<file path="src/rtl/usr_pkg.sv">
// Shared definitions for the universal shift register.
// Holds the mode encodings and the mode field width used by the top
// module, the bit cell and any client logic that drives the mode select.
package usr_pkg;

   localparam int unsigned MODE_W = 3;

   localparam logic [MODE_W-1:0] MODE_HOLD = 3'b000;
   localparam logic [MODE_W-1:0] MODE_LOAD = 3'b001;
   localparam logic [MODE_W-1:0] MODE_SHL  = 3'b010;
   localparam logic [MODE_W-1:0] MODE_SHR  = 3'b011;
   localparam logic [MODE_W-1:0] MODE_ROL  = 3'b100;
   localparam logic [MODE_W-1:0] MODE_ROR  = 3'b101;
   localparam logic [MODE_W-1:0] MODE_ASR  = 3'b110;
   localparam logic [MODE_W-1:0] MODE_RSVD = 3'b111;

endpackage

</file>
<file path="src/rtl/usr_bit_cell.sv">
// Next-state selector for one bit of the universal shift register.
// Ports:
//   self_bit   current value of this bit
//   left_bit   value arriving from the more significant side
//              (used by SHR / ROR / ASR)
//   right_bit  value arriving from the less significant side
//              (used by SHL / ROL)
//   d_bit      parallel load data for this bit
//   reset_bit  this bit of the reset / clear value
//   mode       operation select
//   en         clock enable
//   n_clr      synchronous active-low clear
//   nxt_c      combinational next value for this bit
module usr_bit_cell
   import usr_pkg::*;
(
   input  logic              self_bit,
   input  logic              left_bit,
   input  logic              right_bit,
   input  logic              d_bit,
   input  logic              reset_bit,
   input  logic [MODE_W-1:0] mode,
   input  logic              en,
   input  logic              n_clr,
   output logic              nxt_c
);

   // Clear beats enable, enable beats mode; unknown modes hold.
   always_comb begin
      nxt_c = self_bit;
      if (!n_clr) begin
         nxt_c = reset_bit;
      end else if (en) begin
         case (mode)
            MODE_LOAD:                      nxt_c = d_bit;
            MODE_SHL, MODE_ROL:             nxt_c = right_bit;
            MODE_SHR, MODE_ROR, MODE_ASR:   nxt_c = left_bit;
            default:                        nxt_c = self_bit;
         endcase
      end
   end

endmodule

</file>
<file path="src/rtl/universal_shift_reg.sv">
// Parametrised universal shift register: hold, parallel load, logical
// shift left/right, rotate left/right and arithmetic shift right, with
// serial in/out at both ends and a registered zero flag.
// Ports:
//   clk      rising-edge clock
//   n_reset  asynchronous active-low reset (loads RESET_VALUE)
//   n_clr    synchronous active-low clear (loads RESET_VALUE)
//   en       clock enable, 0 holds
//   mode     operation select (usr_pkg encodings)
//   d        parallel load data
//   sin_l    serial in at the MSB for SHR
//   sin_r    serial in at the LSB for SHL
//   q        register contents
//   q_bar    bitwise inverse of q
//   sout_l   MSB of q
//   sout_r   LSB of q
//   zero     registered flag, 1 when q is all zeros
module universal_shift_reg
   import usr_pkg::*;
#(
   parameter int unsigned      WIDTH       = 8,
   parameter logic [WIDTH-1:0] RESET_VALUE = '0
) (
   input  logic              clk,
   input  logic              n_reset,
   input  logic              n_clr,
   input  logic              en,
   input  logic [MODE_W-1:0] mode,
   input  logic [WIDTH-1:0]  d,
   input  logic              sin_l,
   input  logic              sin_r,
   output logic [WIDTH-1:0]  q,
   output logic [WIDTH-1:0]  q_bar,
   output logic              sout_l,
   output logic              sout_r,
   output logic              zero
);

   logic [WIDTH-1:0] r;
   logic [WIDTH-1:0] r_nxt;
   logic             z;
   logic             left_end;
   logic             right_end;
   logic [WIDTH:0]   left_src;
   logic [WIDTH:0]   right_src;

   // Values entering the two ends of the register depend on the mode.
   always_comb begin
      right_end = sin_r;
      left_end  = sin_l;
      if (mode == MODE_ROL) begin
         right_end = r[WIDTH-1];
      end
      if (mode == MODE_ROR) begin
         left_end = r[0];
      end else if (mode == MODE_ASR) begin
         left_end = r[WIDTH-1];
      end
   end

   // Extended neighbour vectors so every cell indexes uniformly.
   assign left_src  = {left_end, r};
   assign right_src = {r, right_end};

   for (genvar i = 0; i < WIDTH; i++) begin : g_cell
      usr_bit_cell u_cell (
         .self_bit  (r[i]),
         .left_bit  (left_src[i+1]),
         .right_bit (right_src[i]),
         .d_bit     (d[i]),
         .reset_bit (RESET_VALUE[i]),
         .mode      (mode),
         .en        (en),
         .n_clr     (n_clr),
         .nxt_c     (r_nxt[i])
      );
   end

   // State register and zero flag; the flag tracks the value being loaded
   // so it is valid in the same cycle q changes.
   always_ff @(posedge clk or negedge n_reset) begin
      if (!n_reset) begin
         r <= RESET_VALUE;
         z <= (RESET_VALUE == '0);
      end else begin
         r <= r_nxt;
         z <= (r_nxt == '0);
      end
   end

   assign q      = r;
   assign q_bar  = ~r;
   assign sout_l = r[WIDTH-1];
   assign sout_r = r[0];
   assign zero   = z;

endmodule

</file>
<file path="config.mk">
export PLATFORM = sky130hd
export DESIGN_NAME = universal_shift_reg
export DESIGN_NICKNAME = d
export VERILOG_FILES = /design/src/rtl/usr_pkg.sv /design/src/rtl/usr_bit_cell.sv /design/src/rtl/universal_shift_reg.sv
export SDC_FILE = /design/constraint.sdc
export NUM_CORES = 1
export LEC_CHECK = 0
export BUFFER_PORTS_ARGS = -buffer_cell sky130_fd_sc_hd__clkbuf_2
export CELL_PAD_IN_SITES_DETAIL_PLACEMENT = 1
export CELL_PAD_IN_SITES_GLOBAL_PLACEMENT = 1
export CORE_MARGIN = 4
export CORE_UTILIZATION = 35
export DETAILED_ROUTE_END_ITERATION = 12
export PLACE_DENSITY = 0.89
export SETUP_SLACK_MARGIN = 0.05
export SLEW_MARGIN = 25
export SYNTH_ARGS = -nofsm -noshare
export SYNTH_HDL_FRONTEND = slang
export SYNTH_HIERARCHICAL = 1
export SYNTH_SLANG_ARGS = --single-unit
export TNS_END_PERCENT = 50
</file>
<file path="constraint.sdc">
create_clock -name clk -period 2.25 [get_ports clk]
set_clock_uncertainty 0.2 [all_clocks]
set_input_delay 0.45 -clock clk [delete_from_list [all_inputs] [get_ports clk]]
set_output_delay 0.45 -clock clk [all_outputs]
set_load 0.02 [all_outputs]
</file>
==> implementation parameters <==
Parameter                              Value

Status
  Run status    completed

Critical path
  Number of buffer and inverter stages on the critical path    2
  Category of the worst setup path launch point    input port
  Critical Path, Cell by Cell    clkbuf_2 -> buf_4 -> or3_1 -> a311oi_2 -> a211oi_1 -> or4_1 -> nor2_1
  R2R Path End    zero
  Arrival time worst endpoint    ~2.2 ns
  Worst-case reg-to-reg path depth    8
  Nature of the critical path endpoint    register
  Family of cells with the greatest summed delay on the critical path    simple AND/OR/NAND/NOR gates
  Register-to-register setup slack    0.26 ns
  Worst-path maximum fanout    5
  Cell at the slowest stage of the critical path    sky130_fd_sc_hd__or4_1
  Endpoint required time on the critical path    2.25 ns
  Highest cell delay on the worst timing path    between 0.5 and 0.6 ns
  Critical path type    in2reg
  Launch point of the worst reg-to-reg path    q[7]

Die
  Area of the core    just over 0.003 mm2
  Die Footprint    about 0.004 mm2
  DIE WIDTH    between 60 and 70 um
  FP Rows    20
  Initial standard-cell utilization of the core    0.361
  Die height    63.9 um
  Number of top-level design ports    36

Routing
  Final routed wire length divided by cell count    approximately 15 um
  Via count    around 1400
  Remaining antenna violation count    0
  Vias per inst    around 5.3
  Number of DRC violations after detailed-routing iteration 0    56
  Total Wirelength    between 4000 and 5000 um
  Number of iterations in the first detailed-routing pass    4
  Number of remaining DRC errors    0

Timing
  Slew headroom    0.662
  Setup repair after global routing missed its margin    true
  Final worst-path setup slack    approximately 0.067 ns
  Total count of hold-check failures in the final report    0
  Highest achievable clock rate    about 0.46 GHz
  Measured slew at the worst slew-check pin    a little over 0.5 ns
  Post-route minimum period    2.18 ns
  Final max-slew violation count    0
  Setup-failing EPs final    0
  Final cycle utilization of the critical path    0.970
  Hold WS    0.373 ns

Power and ir drop
  Maximum VDD drop    between 0.0002 and 0.00025 V
  Internal power consumption    between 300 and 400 uW
  Power share of the clock group    0.194
  Leakage power summed over all cells    0.000779 uW
  Switching Share    0.431
  Final Power    around 690 uW
  Power per standard cell area    ~430 mW/mm2
  Psw    just under 300 uW
  Proportion of power drawn by combinational gates    0.504
  Part of the total power dissipated in sequential elements    0.302

Run
  Maximum capacitance violations    0

Synth
  Mapped Cells    152
  Area fraction in compound gates after synthesis    0.337
  Dominant combinational cell family by area after synthesis    compound AO/OA/AOI/OAI gates
  Proportion of synthesized chip area in sequential cells    0.207
  Leading post-synthesis cells by instance count    sky130_fd_sc_hd__a21oi_1 (24), sky130_fd_sc_hd__inv_1 (24), sky130_fd_sc_hd__nor2_1 (18)
  Fraction of synthesized area in multiplexers    0
  Xor/xnor share of the synthesized area    0.0641
  Post-synth top area cell    sky130_fd_sc_hd__dfrtp_1
  Post-synthesis async set-or-reset flop share    1.00
  Adder and majority cell fraction of the synthesized area    0.0825
  Synth Area in Simple Gates    0.210
  Count of unique library cells instantiated by Yosys    22
  Register bit count reported by yosys    9
  Top cells by area, synth    sky130_fd_sc_hd__dfrtp_1 (18%), sky130_fd_sc_hd__a21oi_1 (11%), sky130_fd_sc_hd__inv_1 (8.2%)
  Dominant register cell in the synthesized netlist    sky130_fd_sc_hd__dfrtp_1
  Mapped Avg Cell Area    ~7 um2
  Number of synthesis warnings    6
  Synthesized cell area    0.00109 mm2
  Number of enable-type register cells in the synthesized netlist    0
  Post-synth top area share    0.183

Global routing
  Number of global-route vias before repair    about 1500
  Initial antenna violation count    0
  Aggregate global-route resource usage    0.206
  Pin count of the biggest net entering global routing    18
  Sum of overflow across all layers after global routing    0
  Global-route wire length before repair    6830 um

Clock tree
  Setup fix buffers added after clock tree synthesis    0
  Root Driver    sky130_fd_sc_hd__clkbuf_4
  Clock transition at the registers of the reported paths    0.07 ns
  TritonCTS buffer count    3
  Max Buffers Root-to-Sink    2
  TritonCTS clock tree    yes
  H-Tree Depth    1
  Total clock sinks    9
  Source-to-sink clock delay at the later pin of the worst-skew pair    approximately 0.27 ns

Final layout
  Area delta synth->final    46.4%
  Total inserted antenna cells    0
  Number of non-filler instances in the completed layout    268
  Number of nets in the finished design    242
  Proportion of layout cells with a drive suffix above 1    0.357
  Filler Cell Count    around 430

Placement
  Input/output buffers    35
  DP Cell Count    approximately 260
  Post-detail-place hpwl    roughly 3100 um
  Worst setup slack before clock tree synthesis    -0.200 ns
  Gpl congestion    0.815

Min path
  Hold WC Path Type    in2async
worst max path at each step:
stage,from,end,depth (start not counted)
after floorplan,mode[0],zero,8
after global placement,mode[1],zero,7
after detailed placement,mode[0],zero,9
after CTS,mode[0],zero,10
after global routing,mode[1],zero,7
final,mode[1],zero,7
final cells by class:
class | count | area, um2 | share of cell area
Clock buffer | 4 | 26.3 | 0.0164
Multi-Input combinational cell | 124 | 813 | 0.509
Timing Repair Buffer | 63 | 388 | 0.243
Tap cell | 44 | 55.1 | 0.0344
Sequential cell | 9 | 226 | 0.142
Inverter | 24 | 90.1 | 0.0563
flip-flops by register name (all words and copies together) (netlist names):
signal and count:
q 8, zero 1
cells by family (layout without fill, tap and decap cells):
family,Yosys count,count (layout)
buf+inv,26,91
fa+ha+maj,8,8
other cells,1,8
flops,9,9
xor+xnor,8,8
compound gates,52,52
simple gates,48,48
through the flow:
step	area [um2]	setup TNS (ns)	util
2_1_floorplan	1120	0	-
3_3_place_gp	1540	-0.127	0.507
3_5_place_dp	1540	-0.240	0.507
4_1_cts	1580	0	0.521
5_1_grt	1600	-0.000955	0.528
6_report	1600	0	0.528
power groups by stage:
stage / Clock, uW / Sequential [uW] / Combinational (uW)
5_1_grt: 148 / 212 / 377
3_3_place_gp: 0 / 209 / 322
3_5_place_dp: 0 / 210 / 335
6_report: 133 / 207 / 345
2_1_floorplan: 0 / 223 / 155
4_1_cts: 140 / 207 / 341
metal layers:
metal	vias to the layer above	global-route usage	part of all wire
li1	694	-	-
met1	690	0.235	0.42
met2	34	0.385	0.53
met3	5	0.0387	0.046
met4	0	0.0566	0.0087
met5	-	0	0
placed cells by master (no fill, tap or decap), types with 2 or more instances in the layout:
cell type / count
sky130_fd_sc_hd__or4_1: 2
sky130_fd_sc_hd__buf_4: 27
sky130_fd_sc_hd__conb_1: 8
sky130_fd_sc_hd__clkbuf_4: 3
sky130_fd_sc_hd__or3_1: 8
sky130_fd_sc_hd__clkbuf_2: 34
sky130_fd_sc_hd__o2111a_1: 8
sky130_fd_sc_hd__nor2_1: 18
sky130_fd_sc_hd__a311oi_1: 5
sky130_fd_sc_hd__dfrtp_1: 8
sky130_fd_sc_hd__a311oi_2: 3
sky130_fd_sc_hd__nand2_1: 9
sky130_fd_sc_hd__nand3_1: 8
sky130_fd_sc_hd__xnor2_1: 8
sky130_fd_sc_hd__a211oi_1: 7
sky130_fd_sc_hd__a21oi_1: 24
sky130_fd_sc_hd__maj3_2: 8
sky130_fd_sc_hd__inv_1: 24
what timing repair did:
item / 4_1_cts / 5_1_grt
hold buffers: 1 / 0
resized for setup: 1 / 6
endpoints found under the setup margin: 1 / 1
hold endpoints to repair: 8 / 0
pin swaps: 0 / 1
(Power assumes the default switching activity.)
